==> src/rtl/seq_pkg.sv <==
// Shared encodings and widths for the serial-stream controller.
package seq_pkg;

  localparam int DATA_W = 16;
  localparam int LEN_W  = 5;
  localparam int IDX_W  = 4;

  localparam logic [IDX_W-1:0] NO_MATCH = 4'hF;
  localparam logic [LEN_W-1:0] MAX_LEN  = 5'd16;

  typedef enum logic [2:0] {
    S_IDLE   = 3'd0,
    S_LOAD   = 3'd1,
    S_STEP   = 3'd2,
    S_SAMPLE = 3'd3,
    S_DONE   = 3'd4
  } state_t;

  // Requests longer than the shift register are served as full-length runs.
  function automatic logic [LEN_W-1:0] clamp_len(input logic [LEN_W-1:0] l);
    return (l > MAX_LEN) ? MAX_LEN : l;
  endfunction

endpackage

==> src/rtl/seq_stream_ctrl_step_tick.sv <==
// step_tick: modulo-PRESCALE counter with synchronous clear and a one-cycle tick.
// Only compiled when STEP_PRESCALE_EN is defined; the default build has no prescaler.
`ifdef STEP_PRESCALE_EN
module step_tick #(
  parameter int PRESCALE = 4
) (
  input  logic i_clk,
  input  logic i_rst,
  input  logic i_clr,
  output logic o_tick
);

  localparam int CW = (PRESCALE > 1) ? $clog2(PRESCALE) : 1;
  localparam logic [CW-1:0] LAST = CW'(PRESCALE - 1);

  logic [CW-1:0] r_cnt;

  always_ff @(posedge i_clk) begin
    if (i_rst || i_clr) begin
      r_cnt <= '0;
    end else if (r_cnt == LAST) begin
      r_cnt <= '0;
    end else begin
      r_cnt <= r_cnt + CW'(1);
    end
  end

  assign o_tick = (r_cnt == LAST);

endmodule
`endif

==> src/rtl/seq_stream_ctrl.sv <==
// seq_stream_ctrl: shifts a pattern LSB-first into an external sequence detector and tallies its hits.
// Define STEP_PRESCALE_EN to pace every STEP on a tick from step_tick (PRESCALE cycles apart).
module seq_stream_ctrl
  import seq_pkg::*;
#(
  parameter int DATA_W   = seq_pkg::DATA_W,
  parameter int PRESCALE = 4
) (
  input  logic              system_clk,
  input  logic              reset,
  input  logic              start,
  input  logic [DATA_W-1:0] data_in,
  input  logic [LEN_W-1:0]  len,
  input  logic              det_z,
  output logic              det_x,
  output logic              det_step,
  output logic              det_clr,
  output logic              busy,
  output logic              done,
  output logic [LEN_W-1:0]  match_cnt,
  output logic [IDX_W-1:0]  first_idx,
  output logic [2:0]        state_q
);

  state_t            r_state;
  state_t            w_next;
  logic [DATA_W-1:0] r_shreg;
  logic [LEN_W-1:0]  r_remain;
  logic [IDX_W-1:0]  r_idx;
  logic [IDX_W-1:0]  r_first;
  logic [LEN_W-1:0]  r_cnt;
  logic              r_x_hold;
  logic              w_tick;

`ifdef STEP_PRESCALE_EN
  logic w_tick_clr;

  // Counter restarts on LOAD and after every SAMPLE so each STEP waits a full period.
  assign w_tick_clr = (r_state == S_LOAD) || (r_state == S_SAMPLE);

  step_tick #(
    .PRESCALE (PRESCALE)
  ) u_step_tick (
    .i_clk  (system_clk),
    .i_rst  (reset),
    .i_clr  (w_tick_clr),
    .o_tick (w_tick)
  );
`else
  // No prescaler: every STEP cycle is a tick for any legal PRESCALE.
  assign w_tick = (PRESCALE >= 1);
`endif

  always_comb begin
    w_next   = r_state;
    det_step = 1'b0;
    det_clr  = 1'b0;
    busy     = 1'b0;
    done     = 1'b0;
    det_x    = r_x_hold;
    case (r_state)
      S_IDLE: begin
        if (start) begin
          w_next = (len == '0) ? S_DONE : S_LOAD;
        end
      end
      S_LOAD: begin
        busy    = 1'b1;
        det_clr = 1'b1;
        w_next  = S_STEP;
      end
      S_STEP: begin
        busy  = 1'b1;
        det_x = r_shreg[0];
        if (w_tick) begin
          det_step = 1'b1;
          w_next   = S_SAMPLE;
        end
      end
      S_SAMPLE: begin
        busy   = 1'b1;
        w_next = (r_remain > LEN_W'(1)) ? S_STEP : S_DONE;
      end
      S_DONE: begin
        done   = 1'b1;
        w_next = S_IDLE;
      end
      default: w_next = S_IDLE;
    endcase
  end

  always_ff @(posedge system_clk) begin
    if (reset) begin
      r_state  <= S_IDLE;
      r_shreg  <= '0;
      r_remain <= '0;
      r_idx    <= '0;
      r_first  <= NO_MATCH;
      r_cnt    <= '0;
      r_x_hold <= 1'b0;
    end else begin
      r_state <= w_next;
      case (r_state)
        S_IDLE: begin
          if (start && (len == '0)) begin
            r_cnt   <= '0;
            r_first <= NO_MATCH;
          end
        end
        S_LOAD: begin
          r_shreg  <= data_in;
          r_remain <= clamp_len(len);
          r_idx    <= '0;
          r_cnt    <= '0;
          r_first  <= NO_MATCH;
        end
        S_STEP: begin
          r_x_hold <= r_shreg[0];
        end
        S_SAMPLE: begin
          // det_z is the detector's registered response to the bit stepped in the previous cycle.
          if (det_z) begin
            r_cnt <= r_cnt + LEN_W'(1);
            if (r_first == NO_MATCH) begin
              r_first <= r_idx;
            end
          end
          r_shreg  <= r_shreg >> 1;
          r_remain <= r_remain - LEN_W'(1);
          r_idx    <= r_idx + IDX_W'(1);
        end
        default: ;
      endcase
    end
  end

  assign match_cnt = r_cnt;
  assign first_idx = r_first;
  assign state_q   = r_state;

endmodule

==> config.mk <==
export PLATFORM = sky130hd
export DESIGN_NAME = seq_stream_ctrl
export DESIGN_NICKNAME = d
export VERILOG_FILES = /design/src/rtl/seq_pkg.sv /design/src/rtl/seq_stream_ctrl_step_tick.sv /design/src/rtl/seq_stream_ctrl.sv
export SDC_FILE = /design/constraint.sdc
export NUM_CORES = 1
export LEC_CHECK = 0
export CAP_MARGIN = 20
export CORE_MARGIN = 3
export CORE_UTILIZATION = 52
export CTS_BUF_LIST = sky130_fd_sc_hd__clkbuf_8
export DETAILED_ROUTE_END_ITERATION = 16
export PLACE_DENSITY = 0.92
export SYNTH_ARGS = -nofsm -noshare
export SYNTH_HDL_FRONTEND = slang
export SYNTH_SLANG_ARGS = --single-unit
==> constraint.sdc <==
create_clock -name system_clk -period 1.6 [get_ports system_clk]
set_input_delay 0.16 -clock system_clk [delete_from_list [all_inputs] [get_ports system_clk]]
set_output_delay 0.16 -clock system_clk [all_outputs]
set_load 0.005 [all_outputs]
* Yosys cells after proc, flatten, opt, wreduce, memory -nomap -nowiden
Cells that the tools add are included.
Widths: inputs -> output; s select.
** Cells by class
- Add/sub/neg operators :: 3
- Multiply operators :: 0
- Divide/modulo/power cells :: 0
- $lt $le $gt $ge :: 2
- Equal/unequal tests :: 9
- Shift operators :: 0
- Multiplexer cells :: 20
- Bitwise logic cells :: 0
- Reductions and logical operators :: 8
** Operators with widths (number)
- $pmux 16 s2 :: 1
- $mux 5 :: 3
- $pmux 5 s3 :: 1
- $mux 4 :: 3
- $pmux 3 s4 :: 1
- $pmux 4 s3 :: 1
- $pmux 5 s2 :: 1
- $mux 3 :: 3
- $ne 2x2->1 const B :: 4
- $pmux 4 s2 :: 1
- $eq 3x2->1 const B :: 2
- $add 5x1->5 const B :: 1
- $gt 5x1->1 const B :: 1
- $gt 5x5->1 const B :: 1
- $logic_not 5->1 :: 1
- $mux 1 :: 5
- $sub 5x1->5 const B :: 1
- $add 4x1->4 const B :: 1
- $eq 4x4->1 const B :: 1
- $reduce_and 4->1 :: 1
- $eq 3x1->1 const B :: 1
- $eq 3x3->1 const B :: 1
- $logic_not 3->1 :: 1
- $reduce_and 3->1 :: 1
- other kinds (4) :: 4
** Storage, ports and cells
- Register bits after elaboration :: 38
- Latch bits :: 0
- Memory bits (writable) :: 0
- ROM bits :: 0
- Output and inout port bits :: 17
- Word-level logic and storage cells :: 49
- Memories kept :: 0

* Longest topological paths before layout
- Depth after elaboration :: 4
- Mapped depth :: 6
- Mapped depth without buffers :: 5

* Worst setup path before layout
No wires, ideal clock.
- Path type :: flip-flop to flip-flop
- From :: register r_state[1] (netlist: state_q[1])
- To :: register r_cnt[4] (netlist: match_cnt[4])
- Library setup time :: 0.070 ns
- Arrival time :: 1.397 ns
- Setup slack :: 0.133 ns
- Cell stages (with the launch flop) :: 5
- Buffers on the path :: 0
- Clock period less this slack :: 1.467 ns
- Cells stage by stage :: dfxtp_1 nor4b_2 a22oi_2 or4_1 a21oi_1
** On the way
- Word-level cells in the longest chain between the ends :: 3
** RTL lines
- start: declaration :: line seq_stream_ctrl.sv:25 : state_t r_state;
- start signal: assignment :: line seq_stream_ctrl.sv:102 : r_state <= w_next;
- $eq 3x2->1 (tied with other cells) :: line seq_stream_ctrl.sv:103 : case (r_state)
- $ne 2x2->1 (no line) or $reduce_bool 3->1 (tied branches)
- $reduce_and 3->1 (no line)
- end signal: assignment :: line seq_stream_ctrl.sv:123 : r_cnt <= r_cnt + LEN_W'(1);
- end: declaration :: line seq_stream_ctrl.sv:31 : logic [LEN_W-1:0] r_cnt;
Parallel ways exist; a longest one is shown, timed or not.
A chain may end at the register's enable or synchronous reset.

* Worst setup path after layout
Same ends and word-level chain as after synthesis.

==> impl_metrics.ini <==
[detailed_routing]
wl_per_cell_um = 16.9
firstDrtPassIters = 4
routed_via_density = 6.12
vias = 1927
wl_um = 5320
final_antenna_net_count = 0
remaining_drc_errors = 0
drtIter0Drc = 199

[cts]
clk_pin_slew_worst_paths_ns = 0.08
h-tree-depth = 2
cts_sinks = 38
clockRootBuffer = clkbuf_8
cts_max_path_buffers = 2
cts_made_buffers = 5
clk_latency_ns = 0.29
cts_tree = built

[logic_synthesis]
yosys.area.top_type = dfxtp_1
synth_commonest_cells = 38 x dfxtp_1, 31 x nor2_1, 20 x mux2i_1
ys_warn_count = 0
synth-seq-area-share_pct = 40.8
synth_edf_count = 0
synthTopCellsByArea = dfxtp_1 41%, mux2i_1 11%, a211oi_1 7.2%, nor2_1 6.2%, a21oi_1 3.8%
synth_seq_cells = 38
synthCells = 215
ys.flop_type = dfxtp_1
yosysTopAreaCellShare_pct = 40.8
ys_types = 36
syn_avg_cell_area_um2 = 8.67
syn_area_mm2 = 0.00186
synthArstFlopShare_pct = 0
synth_most_common_cell = dfxtp_1
synth_nets = 244

[die]
core_area_mm2 = 0.00339
io_pins = 42
die_area_mm2 = 0.00434
die_y_um = 65.9
start_util_pct = 55.0
row_count = 21
die_w_um = 65.9

[power_and_ir_drop]
vdd_drop_max_mv = 0.582
fin_total_pwr_w = 0.00241
cellPowerDensity_mw_per_mm2 = 915
power.static_leakage_nw = 0.983

[placement]
dp_hpwl_um = 3030
gp_congestion = 0.833
numPortBuffers = 41

[sta]
finalHoldViolCount = 0
worstMarginPinSlew_ns = 0.385
finalCritPeriodShare_pct = 98.4
rsz0062_at_grt = yes
clock_skew_ns = 0.00586
max_freq_ghz = 0.635
hold_slack_ns = 0.455
finalSetupViolations = 0
fin_crit_ns = 1.57
report.final.slew_viol_count = 0
relSlewSlack_pct = 74.4

[global_routing]
grt_pass1_wl_um = 8120
grt_pass1_vias = 1780
antenna_found_initial = 0
gr-total-overflow = 0
track_usage_pct = 24.4
grt_start_max_net_pins = 41

[worst_hold_path]
min_path_type = register to register

[finish]
num_antenna_cells = 0
area_delta_synth_final_pct = 41.5
fillers = 201
layout-drive-gt1-share_pct = 16.7
nNetsFinal = 298

[critical_path]
critPathKind = register to register
start_kind = register
rr_worst_depth = 5
end_kind = register
critPathMaxFanout = 8
arrival_ns = 1.80
required_ns = 1.82
endpoint = match_cnt[4]
r2r-start = state_q[1]
r2r_end = match_cnt[4]
reg2reg_slack_ns = 0.03
cp-startpoint = state_q[1]

[outcome]
status = complete, no violations

[run]
cap_violations = 0
[worst max-delay path: stages, from the launching register on]
cell	delay, ns
dfxtp_4	0.36
buf_8	0.14
nor4b_4	0.23
a22oi_2	0.14
or4_1	0.49
a21oi_1	0.15
[worst min-delay path by stage]
stage / depth (start not counted) / from / endpoint
2_1_floorplan: 2 / data_in[15] / r_shreg[15]
4_1_cts: 2 / r_shreg[15] / r_shreg[15]
3_3_place_gp: 2 / r_shreg[15] / r_shreg[15]
3_5_place_dp: 2 / r_shreg[15] / r_shreg[15]
6_report: 2 / r_shreg[15] / r_shreg[15]
5_1_grt: 3 / data_in[15] / r_shreg[15]
[kinds of logic after synthesis]
kind of cell | synth area share [%]
AO/OA/AOI/OAI | 17.0
adder cells (fa/ha/maj) | 2.68
buffers and inverters | 3.96
flip-flops | 40.8
multiplexers | 11.3
AND/OR/NAND/NOR | 24.2
[timing repair]
action,4_1_cts,5_1_grt
gates resized for setup,19,10
pin swaps,5,4
setup buffers,3,2
endpoints found under the setup margin,8,6
hold buffers,0,0
[power breakdown]
part	total (W)	internal (W)	switching, W
Clock	0.000835	0.000499	0.000336
Combinational	0.000527	0.000269	0.000258
Sequential	0.00105	0.00101	0.0000464
[routing by layer]
layer / global-route usage [%] / part of all wire [%] / vias to the layer above
li1: - / - / 884
met1: 28.5 / 37 / 910
met2: 42.2 / 53 / 111
met3: 5.44 / 6.4 / 22
met4: 11.1 / 3.5 / 0
met5: 0 / 0 / -
[final cells by class]
class | instances | area (um^2) | area share (%)
inverters | 2 | 7.51 | 0.284
well taps | 46 | 57.6 | 2.18
flip-flops and latches | 38 | 769 | 29.2
clock buffers | 6 | 82.6 | 3.13
multi-input cells | 159 | 1090 | 41.3
clock inverters | 1 | 30.0 | 1.14
repair buffers | 63 | 601 | 22.8
[cells in the final DEF (no fill, tap or decap), drive strengths merged]
master	count
dfxtp	38
nor2b	4
a2111oi	1
nor2	31
or4b	1
nor3b	6
a22oi	1
nor4b	2
nand2	13
a21oi	14
and3	1
dlymetal6s2s	1
and2	2
a41oi	1
nand3b	2
nand4b	1
bufinv	1
nor3	5
o31a	1
a211oi	18
o31ai	2
buf	22
mux2	1
nand3	5
a221oi	1
inv	2
mux2i	20
ha	4
clkdlybuf4s50	36
clkbuf	7
o21ai	10
dlygate4sd2	3
or3	3
nor4	2
nand2b	5
or4	2
[flip-flops by register name, indices dropped and copies added, names as in the netlist]
signal	cells
r_remain	5
r_idx	4
match_cnt	5
first_idx	4
r_shreg	16
r_x_hold	1
state_q	3
[through the flow]
| step | utilization (%) | TNS, ns | cell area (um^2) | setup slack (ns) | std cells |
|---|---|---|---|---|---|
| finish | 77.9 | 0 | 2640 | 0.0264 | 315 |
| global route | 77.9 | -0.0815 | 2640 | -0.0342 | 315 |
| CTS | 76.6 | 0 | 2600 | 0.00739 | 313 |
| detailed placement | 71.3 | -0.670 | 2420 | -0.189 | 304 |
| global placement | 71.3 | -0.381 | 2420 | -0.150 | 304 |
| floorplan | - | 0 | 1860 | 0.133 | 215 |
Note: power is estimated with default switching activity, not from simulation.
